`src/rtl/button_arbiter_if.sv`:
```
// Handshake bundle between the button pulse stages / game FSM and button_arbiter.
// master = game-side driver of presses and acks, slave = the arbiter.
interface button_arbiter_if #(
   parameter int ID_W = 2
);
   localparam int N_REQ = 2**ID_W;

   logic             enable;
   logic [N_REQ-1:0] req;
   logic             grant_ack;
   logic             grant_valid;
   logic [ID_W-1:0]  grant_id;
   logic [N_REQ-1:0] grant_onehot;
   logic             dropped;
   logic             busy;

   modport master (
      output enable, req, grant_ack,
      input  grant_valid, grant_id, grant_onehot, dropped, busy
   );

   modport slave (
      input  enable, req, grant_ack,
      output grant_valid, grant_id, grant_onehot, dropped, busy
   );
endinterface

```
`src/rtl/button_arbiter.sv`:
```
// Round-robin arbiter for one-cycle button pulses: grant held until ack, then optional lockout.
// Define BTN_ARB_LOCKOUT_EN to build the LOCKOUT state and its down-counter.
module button_arbiter #(
   parameter int ID_W        = 2,
   parameter int LOCK_W      = 16,
   parameter int LOCK_CYCLES = 1000
) (
   input logic             clk,
   input logic             rst,
   button_arbiter_if.slave bus
);
   localparam int N_REQ = 2**ID_W;
`ifdef BTN_ARB_LOCKOUT_EN
   localparam bit LOCK_BUILD = 1'b1;
`else
   localparam bit LOCK_BUILD = 1'b0;
`endif
   // A zero-length lockout degenerates to returning straight to IDLE.
   localparam bit LOCKOUT_ON = LOCK_BUILD && (LOCK_CYCLES != 0) && (LOCK_W > 0);

   typedef enum logic [1:0] {
      IDLE    = 2'd0,
      GRANT   = 2'd1,
      LOCKOUT = 2'd2
   } state_t;

   state_t           state_reg;
   logic [ID_W-1:0]  rr_ptr_reg;
   logic             grant_valid_reg;
   logic [ID_W-1:0]  grant_id_reg;
   logic [N_REQ-1:0] grant_onehot_reg;
   logic             dropped_reg;
   logic             busy_reg;
`ifdef BTN_ARB_LOCKOUT_EN
   logic [LOCK_W-1:0] lock_cnt_reg;
`endif

   logic [ID_W-1:0]  pick_id;
   logic [N_REQ-1:0] pick_onehot;
   logic             req_any;
   logic             req_multi;

   assign req_any   = |bus.req;
   // More than one bit set means at least one same-cycle loser.
   assign req_multi = |(bus.req & (bus.req - N_REQ'(1)));

   always_comb begin
      logic            found;
      logic [ID_W-1:0] idx;
      found   = 1'b0;
      pick_id = '0;
      idx     = '0;
      for (int k = 0; k < N_REQ; k++) begin
         idx = rr_ptr_reg + ID_W'(k);
         if (!found && bus.req[idx]) begin
            found   = 1'b1;
            pick_id = idx;
         end
      end
   end

   for (genvar gi = 0; gi < N_REQ; gi++) begin : g_onehot
      assign pick_onehot[gi] = (pick_id == ID_W'(gi));
   end

   always_ff @(posedge clk) begin
      if (rst) begin
         state_reg        <= IDLE;
         rr_ptr_reg       <= '0;
         grant_valid_reg  <= 1'b0;
         grant_id_reg     <= '0;
         grant_onehot_reg <= '0;
         dropped_reg      <= 1'b0;
         busy_reg         <= 1'b0;
`ifdef BTN_ARB_LOCKOUT_EN
         lock_cnt_reg     <= '0;
`endif
      end else begin
         dropped_reg <= 1'b0;
         case (state_reg)
            IDLE: begin
               if (bus.enable && req_any) begin
                  state_reg        <= GRANT;
                  grant_valid_reg  <= 1'b1;
                  grant_id_reg     <= pick_id;
                  grant_onehot_reg <= pick_onehot;
                  busy_reg         <= 1'b1;
                  dropped_reg      <= req_multi;
               end
            end
            GRANT: begin
               // Abort wins over a same-cycle ack and leaves rr_ptr alone.
               if (!bus.enable) begin
                  state_reg        <= IDLE;
                  grant_valid_reg  <= 1'b0;
                  grant_onehot_reg <= '0;
                  busy_reg         <= 1'b0;
               end else begin
                  dropped_reg <= req_any;
                  if (bus.grant_ack) begin
                     rr_ptr_reg       <= grant_id_reg + ID_W'(1);
                     grant_valid_reg  <= 1'b0;
                     grant_onehot_reg <= '0;
                     if (LOCKOUT_ON) begin
                        state_reg <= LOCKOUT;
`ifdef BTN_ARB_LOCKOUT_EN
                        lock_cnt_reg <= LOCK_W'(LOCK_CYCLES);
`endif
                     end else begin
                        state_reg <= IDLE;
                        busy_reg  <= 1'b0;
                     end
                  end
               end
            end
            LOCKOUT: begin
`ifdef BTN_ARB_LOCKOUT_EN
               if (!bus.enable) begin
                  state_reg    <= IDLE;
                  busy_reg     <= 1'b0;
                  lock_cnt_reg <= '0;
               end else begin
                  dropped_reg <= req_any;
                  // Leaving on count 1 makes the lockout exactly LOCK_CYCLES long.
                  if (lock_cnt_reg <= LOCK_W'(1)) begin
                     state_reg    <= IDLE;
                     busy_reg     <= 1'b0;
                     lock_cnt_reg <= '0;
                  end else begin
                     lock_cnt_reg <= lock_cnt_reg - LOCK_W'(1);
                  end
               end
`else
               state_reg <= IDLE;
               busy_reg  <= 1'b0;
`endif
            end
            default: begin
               state_reg        <= IDLE;
               grant_valid_reg  <= 1'b0;
               grant_onehot_reg <= '0;
               busy_reg         <= 1'b0;
            end
         endcase
      end
   end

   assign bus.grant_valid  = grant_valid_reg;
   assign bus.grant_id     = grant_id_reg;
   assign bus.grant_onehot = grant_onehot_reg;
   assign bus.dropped      = dropped_reg;
   assign bus.busy         = busy_reg;
endmodule

```
`src/flat_wrapper.sv`:
```
// flat-port wrapper written by rule: the top's interface ports become plain ports
module button_arbiter_flat 
#(
   parameter int ID_W        = 2,
   parameter int LOCK_W      = 16,
   parameter int LOCK_CYCLES = 1000
)
  (clk, rst, bus_enable, bus_req, bus_grant_ack, bus_grant_valid, bus_grant_id, bus_grant_onehot, bus_dropped, bus_busy);
  button_arbiter_if #(.ID_W(ID_W)) bus_i ();
  input logic clk;
  input logic rst;
  input wire logic [$bits(bus_i.enable)-1:0] bus_enable;
  input wire logic [$bits(bus_i.req)-1:0] bus_req;
  input wire logic [$bits(bus_i.grant_ack)-1:0] bus_grant_ack;
  output wire logic [$bits(bus_i.grant_valid)-1:0] bus_grant_valid;
  output wire logic [$bits(bus_i.grant_id)-1:0] bus_grant_id;
  output wire logic [$bits(bus_i.grant_onehot)-1:0] bus_grant_onehot;
  output wire logic [$bits(bus_i.dropped)-1:0] bus_dropped;
  output wire logic [$bits(bus_i.busy)-1:0] bus_busy;
  assign bus_i.enable = bus_enable;
  assign bus_i.req = bus_req;
  assign bus_i.grant_ack = bus_grant_ack;
  assign bus_grant_valid = bus_i.grant_valid;
  assign bus_grant_id = bus_i.grant_id;
  assign bus_grant_onehot = bus_i.grant_onehot;
  assign bus_dropped = bus_i.dropped;
  assign bus_busy = bus_i.busy;
  button_arbiter #(.ID_W(ID_W), .LOCK_W(LOCK_W), .LOCK_CYCLES(LOCK_CYCLES)) u_core (.clk(clk), .rst(rst), .bus(bus_i));
endmodule
```
`config.mk`:
```
export PLATFORM = sky130hd
export DESIGN_NAME = button_arbiter_flat
export DESIGN_NICKNAME = d
export VERILOG_FILES = /design/src/rtl/button_arbiter_if.sv /design/src/rtl/button_arbiter.sv /design/src/flat_wrapper.sv
export SDC_FILE = /design/constraint.sdc
export NUM_CORES = 1
export LEC_CHECK = 0
export CAP_MARGIN = 20
export CORE_UTILIZATION = 40
export DETAILED_ROUTE_END_ITERATION = 8
export PLACE_DENSITY = 0.77
export SLEW_MARGIN = 40
export SYNTH_ARGS = -nofsm -noshare
export SYNTH_HDL_FRONTEND = slang
export SYNTH_SLANG_ARGS = --single-unit
```
`constraint.sdc`:
```
create_clock -name clk -period 2.49 [get_ports clk]
set_input_delay 0.498 -clock clk [delete_from_list [all_inputs] [get_ports clk]]
set_output_delay 0.498 -clock clk [all_outputs]
set_load 0.01 [all_outputs]
```
==> impl.org, run 1 <==
** Layout
- # diodes :: 0
- Post-route design area :: 717 um^2
- The register with the most flip-flops in the layout has 4 of them.
- Most frequent cells in the layout :: 16 x clkdlybuf4s50_1, 10 x dfxtp_1, 7 x a21oi_1
- Number of non-filler instances in the completed layout :: 92
- In the final design database the tool counted 88 nets.
- Share of cells above drive strength 1 :: about 5.1%
- Leaving out fill and tap cells, the most frequent cell in the layout is clkdlybuf4s50_1.
- Relative to the synthesized area, the layout overhead comes to 36.4%.

** Placed design
- Number of cells after detailed placement :: 89
- Number of buffers inserted by port buffering :: 16
- At the end of routability-driven placement, the weighted congestion stood at around 0.76.
- Post-place instance area :: about 690 um^2
- HPWL reported at the end of detailed placement :: between 800 and 900 um

** Logic synthesis
- Mapped Cells :: 61
- Complex-gate fraction of the synthesized area :: between 20% and 30%
- Prevailing post-synth register cell :: dfxtp_1
- Synthesized flop and latch total :: 10
- The top cell type by area accounts for 38.1% of the synthesized area.
- After Yosys synthesis, XOR and XNOR cells account for 1.67% of the synthesized area.
- Counting flops with an async set or reset pin after synthesis yields a share of 0%.
- Sequential share of the synthesized area :: 38.1%
- Top area cells in the synthesized netlist :: dfxtp_1 38%, o31ai_1 7.1%, a21oi_1 6.7%
- After synthesis the cells add up to 526 um^2.
- Cell type with the largest total area after synthesis :: dfxtp_1
- Counting distinct cell types in the post-synthesis netlist gives 28.
- Counting flops with a built-in enable in the synthesized netlist gives 0.
- Post-synthesis simple-gate area fraction :: 27.9%
- Averaged over all synthesized cells, the footprint is 8.61 um^2.
- Post-synthesis net count :: 69
- Share of synthesized area spent on multiplexers :: 0%
- After Yosys synthesis, full adders, half adders and majority gates account for 0% of the synthesized area.
- Combinational family with the most area after synthesis :: compound AO/OA/AOI/OAI gates
- During synthesis, Yosys emitted a total of 0 warnings.

** Floorplanning
- FP Rows :: 12
- Die Width :: 38.2 um
- The initial utilization of the core area, before any placement, comes to 45.5%.
- The total area inside the core boundary comes to 0.00116 mm^2.
- In this run the vertical extent of the chip is 38.2 um.
- 17 I/O pins were placed.
- Total die area :: 0.00146 mm^2

** Clock tree
- Number of gates given a new drive strength after cts :: 0
- Buffers inserted to repair hold after CTS numbered 0.
- Root cell of the clock tree :: clkbuf_4
- Number of buffers on the longest clock path :: 2
- At the later pin of the worst-skew pair, clock insertion delay measures 0.25 ns.
- CTS built an H-tree with a depth of 1.
- Post-CTS repair timing setup buffer count :: 0
- The tree built by TritonCTS fans out to 10 sinks.
- Clock tree from TritonCTS :: done
- Number of clock buffers inserted by TritonCTS :: 3
- Clock transition time at the flip-flop clock pins of the worst setup and hold paths :: 0.06 ns

** STA
- Summed over all failing endpoints, the final setup total negative slack is 0 ns.
- Achievable clock frequency :: around 0.51 GHz
- Number of hold violations in the final report :: 0
- Fin Clk Skew :: 0.00276 ns
- Setup-violating endpoint count in the final report :: 0
- Setup repair after global routing missed its margin :: false
- For the pin with the worst max-slew slack, the measured transition is about 0.46 ns.
- The final count of pins violating max slew is 0.
- For the finished layout, the period the worst path requires is 1.97 ns.
- After layout, the worst path uses 79.3% of the clock period.
- Headroom to the max-slew limit came out at 69.1%.

** Setup path
- Data arrives at the worst endpoint at 2.15 ns.
- CP Capture Type :: flop
- The worst setup path is of the in2reg kind.
- Along the worst path, the maximum fanout reaches 8.
- The worst setup path is launched from a primary input.
- For the worst setup path, the data required time is roughly 2.7 ns.
- Critical-path cell list :: clkdlybuf4s50_1, nor4_1, or3_1, or4b_1, a21oi_1
- On the worst path, the slowest cell contributes a delay of 0.58 ns.
- The slowest stage of the critical path is the clkdlybuf4s50_1 cell.

** Min path
- The min-delay analysis places its worst path in the category reg2reg.

** GRT
- Number of antenna violations at the first check in global routing :: 0
- Maximum number of pins on one net before global-route repair :: 12
- The total overflow left after global routing is 0.
- Overall routing resource usage :: 19.0%
- The via count of the first global-routing pass is 462.
- The first global-routing pass estimated ~1900 um of wire.

** Power
- In this run the power density over the cells is 500 mW/mm^2.
- The worst-case IR drop observed on VDD is 0.311 mV.
- In this run the static leakage power is 0.257 nW.
- After layout, the design draws a total of 0.000358 W.

** Outcome
- The run finished with clean final reports.

** Drt
- In this run, the number of DRC markers left after iteration 0 of detailed routing was 13.
- After detailed routing, the average wire length per cell comes to 12.0 um.
- The first detailed-routing pass ran for 3 iterations.
- Routed via count divided by cell count :: 5.64
- The detail route stage leaves a number of antenna-violating nets equal to 0.
- Routed wire length :: 1110 um
- Total number of vias :: 519
- In the routed design, unresolved DRC markers number 0.

** Run
- Max-cap violations in this run came to 0.
==> worst max-delay path, delay by kind of cell <==
family	cells	cell delay (ns)
AO/OA/AOI/OAI	1	0.14
buffers and inverters	1	0.58
AND/OR/NAND/NOR	3	0.93
==> layout make-up <==
class | count | area, um^2
Timing Repair Buffer | 17 | 168
Clock buffer | 3 | 22.5
Tap cell | 14 | 17.5
Fill cell | 114 | 439
Inverter | 2 | 7.51
Sequential cell | 10 | 200
Multi-Input combinational cell | 46 | 302
==> report_power, final <==
part	internal, W	switching [W]	leakage [nW]	total [W]
clock	0.0000555	0.0000489	0.0138	0.000104
combinational	0.0000421	0.0000364	0.162	0.0000785
sequential	0.000168	0.00000715	0.0816	0.000175
total	0.000266	0.0000924	0.257	0.000358
==> per-stage QoR <==
step | worst slack (ns) | hold WS, ns | util [%]
5_1_grt | 0.385 | 0.505 | 62.0
3_3_place_gp | 0.339 | 0.477 | 60.1
6_report | 0.515 | 0.489 | 62.0
2_1_floorplan | 0.839 | 0.486 | -
3_5_place_dp | 0.271 | 0.483 | 60.1
4_1_cts | 0.541 | 0.491 | 62.0
==> worst paths after layout <==
check                               from                     end  slack (ns)  cells past startpoint
setup / recovery              bus_req[3]  u_core.bus.grant_id[0]        0.52                      5
hold reg to reg   u_core.bus.grant_id[1]  u_core.bus.grant_id[1]        0.49                      2
setup reg to reg  u_core.bus.grant_valid  u_core.bus.grant_id[0]        1.02                      3
hold / removal    u_core.bus.grant_id[1]  u_core.bus.grant_id[1]        0.49                      2
==> cells by family after synthesis <==
kind of cell / count (synthesis)
buffers and inverters: 5
AOI/OAI and AO/OA: 22
xor gates and xnor gates: 1
DFF: 10
and+or+nand+nor: 23
==> Yosys cell counts, types with 2 or more instances <==
cell type and instances:
a211oi_1 3, a21oi_1 7, dfxtp_1 10, inv_1 2, nand2_1 2, nand2b_1 3, nand4b_1 4, nor2_1 3
nor4_1 2, o21ai_0 2, o31ai_1 5, or3_1 2
==> metal layers <==
layer	routed length (um)	vias up	global-route usage, %
met5	0	-	0
met4	14	0	13.4
met3	35	2	3.49
met2	517	12	29.2
met1	539	234	23.7
li1	-	271	-
Note: power is estimated with default switching activity, not from simulation.
==> run 2, diff against run 1 <==
Settings changed: CORE_UTILIZATION 40 to 38.
Clock period 2.49 ns to 1.7 ns, I/O delays scaled along.
==> run 2 against run 1 <==
Worst hold slack got worse by 0.0052 ns. Cell area rose by 17%. Total power rose by 71%. Sequential power rose by 47%. Critical path depth rose by 1. Clock skew rose by 0.0073 ns. First-iteration DRC count fell by 23%. Via count rose by 14%. Global-route usage rose by 1.7 points. Sequential share of layout area fell by 3.9 points. Utilization rose by 2.3 points. Clock-buffer cell count rose by 1. Largest power group unchanged.
==> impl.org, run 2 (same netlist as run 1, synthesis figures left out) <==
** Clock tree
- In this run the clock root is driven by a clkbuf_4.
- Count of H-tree levels built during CTS :: 1 (unchanged)
- The clock edge transition at the registers on the reported setup and hold paths was 0.07 ns (about the same).
- The clock insertion delay at the later pin of the skew report was 0.27 ns (+0.02 ns).
- The count of buffers added by post-CTS timing repair for setup came to 0 (unchanged).
- Number of clock buffers inserted by TritonCTS :: 3 (unchanged)
- The clock sink total was 10 (unchanged).
- TritonCTS built the clock tree.
- The number of buffers between clock root and the deepest sink came to 2 (unchanged).
- Number of hold buffers added after CTS :: 0 (unchanged)

** Power
- VDD IR-drop max :: 0.398 mV (+28%)
- Switching share of power :: 25.6% (-0.24 points)
- The clock share of power is 35.3% (+6.1 points).
- Leakage power total :: 0.343 nW (+33%)
- Part of the power in registers :: 42.0% (-6.9 points)
- Internal power consumption :: 0.000455 W (+71%)
- Combinational share of power :: 22.7% (+0.8 points)
- The reported net switching power is 0.000156 W (+69%).
- Power density over the cells :: 730 mW/mm^2 (+46%)

** Drt
- Number of DRC violations after detailed routing :: 0 (unchanged)
- Routed via count divided by cell count :: 5.58 (-1.0%)
- First-pass detailed-route iteration total :: 6 (+3)
- The aggregate routed wire length came to 1320 um (+19%).
- The count of antenna-violating nets left after detailed routing was 0 (unchanged).
- Total number of vias :: 592 (+14%)
- The starting DRC count in detailed routing was 10 (-3).
- The average wire per cell in the routed design was 12.5 um (+3.4%).

** Floorplanning
- The floorplan die height came to 39.2 um (+2.5%).
- The area of the die came to 0.00154 mm^2 (+5.0%).
- Top-Level Pins :: 17 (unchanged)
- Core footprint :: 0.00130 mm^2 (+13%)
- Die Width :: 39.2 um (+2.5%)
- Initial cell density of the core :: 40.4% (-5.1 points)
- FP Rows :: 13 (+1)

** GRT
- Overall routing resource usage :: 20.8% (+1.7 points)
- The largest net degree at the start of global routing was 10 (-2).
- The initial antenna violation count came to 0 (unchanged).
- Total grt overflow :: 0 (unchanged)
- First-pass GRT wire length :: 2140 um (+15%)
- Via count of the first global-routing pass :: 496 (+7.4%)

** Setup path
- The cell that appears most often on the critical path is a21oi_1.
- Master of the slowest instance on the critical path :: or4b_1
- The worst setup path is launched from a primary input.
- The data arrival time of the critical path was 1.83 ns (-0.32 ns).
- CP Capture Type :: flop
- Largest stage delay, worst path :: 0.51 ns (-0.07 ns)
- Worst endpoint required time :: 1.90 ns (-0.77 ns)
- The signal on the critical path passes through clkdlybuf4s50_1, buf_4, nand2b_1, a21oi_1, or4b_1, a21oi_1.
- The total buffers and inverters traversed by the critical path was 2 (+1).
- Kind of critical path :: in2reg
- Worst-path maximum fanout :: 4 (-4)
- Dominant delay contributor by cell family on the critical path :: buffers and inverters

** Min path
- Worst min-delay path category :: reg2reg

** Layout
- The final-stage net count was 100 (+14%).
- Leaving out fill and tap cells, the most frequent cell in the layout is clkdlybuf4s50_1.
- # diodes :: 0 (unchanged)
- Share of cells above drive strength 1 :: 22.0% (+17 points)
- The number of flip-flops under the largest register name was 4 (unchanged).
- In the layout the commonest cells are 14 x clkdlybuf4s50_1, 13 x buf_4, 9 x dfxtp_1.
- From synthesis to final layout, the design area changed by 59.3%.

** STA
- The final clock skew was 0.0101 ns (+0.00730 ns).
- The final number of setup-violating endpoints was 0 (unchanged).
- Setup repair after global routing left no endpoint under its margin.
- Post-route minimum period :: 1.63 ns
- The slew at the pin closest to its max-slew limit is 0.395 ns (-0.0647 ns).
- The final count of pins violating max slew was 0 (unchanged).
- After layout, the worst path uses 95.9% of the clock period.
- Static timing analysis puts the maximum clock frequency at a little over 0.6 GHz.
- The number of hold violations in the final report was 0 (unchanged).
- The worst slew slack as a fraction of its limit is 73.5% (+4.4 points).
- The slack of the critical path is 0.0703 ns (-0.445 ns).
- Hold WS :: 0.483 ns (-0.00525 ns)
- The final total negative setup slack came to 0 ns (unchanged).

** Outcome
- The flow ran to the end, and the final reports show no timing, DRC or antenna violations.

** Placed design
- The sum of net half-perimeters after detailed placement is 981 um (+12%).
- Number of buffers inserted by port buffering :: 16 (unchanged)
- The placer congestion estimate was 0.924 (+21%).
- The worst setup timing slack at the placement stage came to -0.285 ns (-0.556 ns).

** Run
- The number of maximum-capacitance constraint violations came to 0 (unchanged).
## run 2: final cells by class
type | instances | area [um^2]
clock buffers | 4 | 36.3
fillers | 126 | 464
inverters | 2 | 7.51
multi-input cells | 46 | 310
flip-flops and latches | 10 | 201
well taps | 15 | 18.8
repair buffers | 29 | 263
## run 2: per-layer routing
metal | up-vias | global-route usage, % | share of wire [%]
met5 | - | 0 | 0
met3 | 0 | 6.94 | 7.0
met2 | 21 | 35.8 | 47
met1 | 277 | 25.3 | 46
met4 | 0 | 2.59 | 0
li1 | 294 | - | -
## run 2: tightest hold or removal path: stages, from the launching register on
cell and delay, ns:
dfxtp_1 0.33, nand2_1 0.06, a21oi_1 0.05
## run 2: power by group through the flow
stage	Combinational (W)	Clock, W	Sequential, W
floorplan	0.0000568	0	0.000265
global placement	0.000135	0	0.000261
detailed placement	0.000136	0	0.000262
CTS	0.000137	0.000222	0.000256
global route	0.000153	0.000233	0.000259
finish	0.000139	0.000216	0.000257
## run 2: through the flow
step                      area [um^2]  total power (W)  cells  utilization, %
after floorplan                   526         0.000322     61               -
after global placement            786         0.000396    102            60.4
after detailed placement          786         0.000398    102            60.4
after CTS                         822         0.000616    106            63.2
after global routing              837         0.000644    106            64.3
final                             837         0.000611    106            64.3
## run 2: repair_timing
action | CTS | global route
setup endpoints to repair | 0 | 7
resized for setup | 0 | 5
hold endpoints to repair | 0 | 0
## run 2: worst paths after layout
kind                                              from                endpoint  slack, ns  cells past startpoint
worst max-delay path                        bus_req[1]  u_core.bus.grant_id[0]       0.07                      6
worst min-delay path            u_core.bus.grant_id[1]  u_core.bus.grant_id[1]       0.48                      2
worst max register to register  u_core.bus.grant_valid  u_core.bus.grant_id[0]       0.29                      3
worst min register to register  u_core.bus.grant_id[1]  u_core.bus.grant_id[1]       0.48                      2
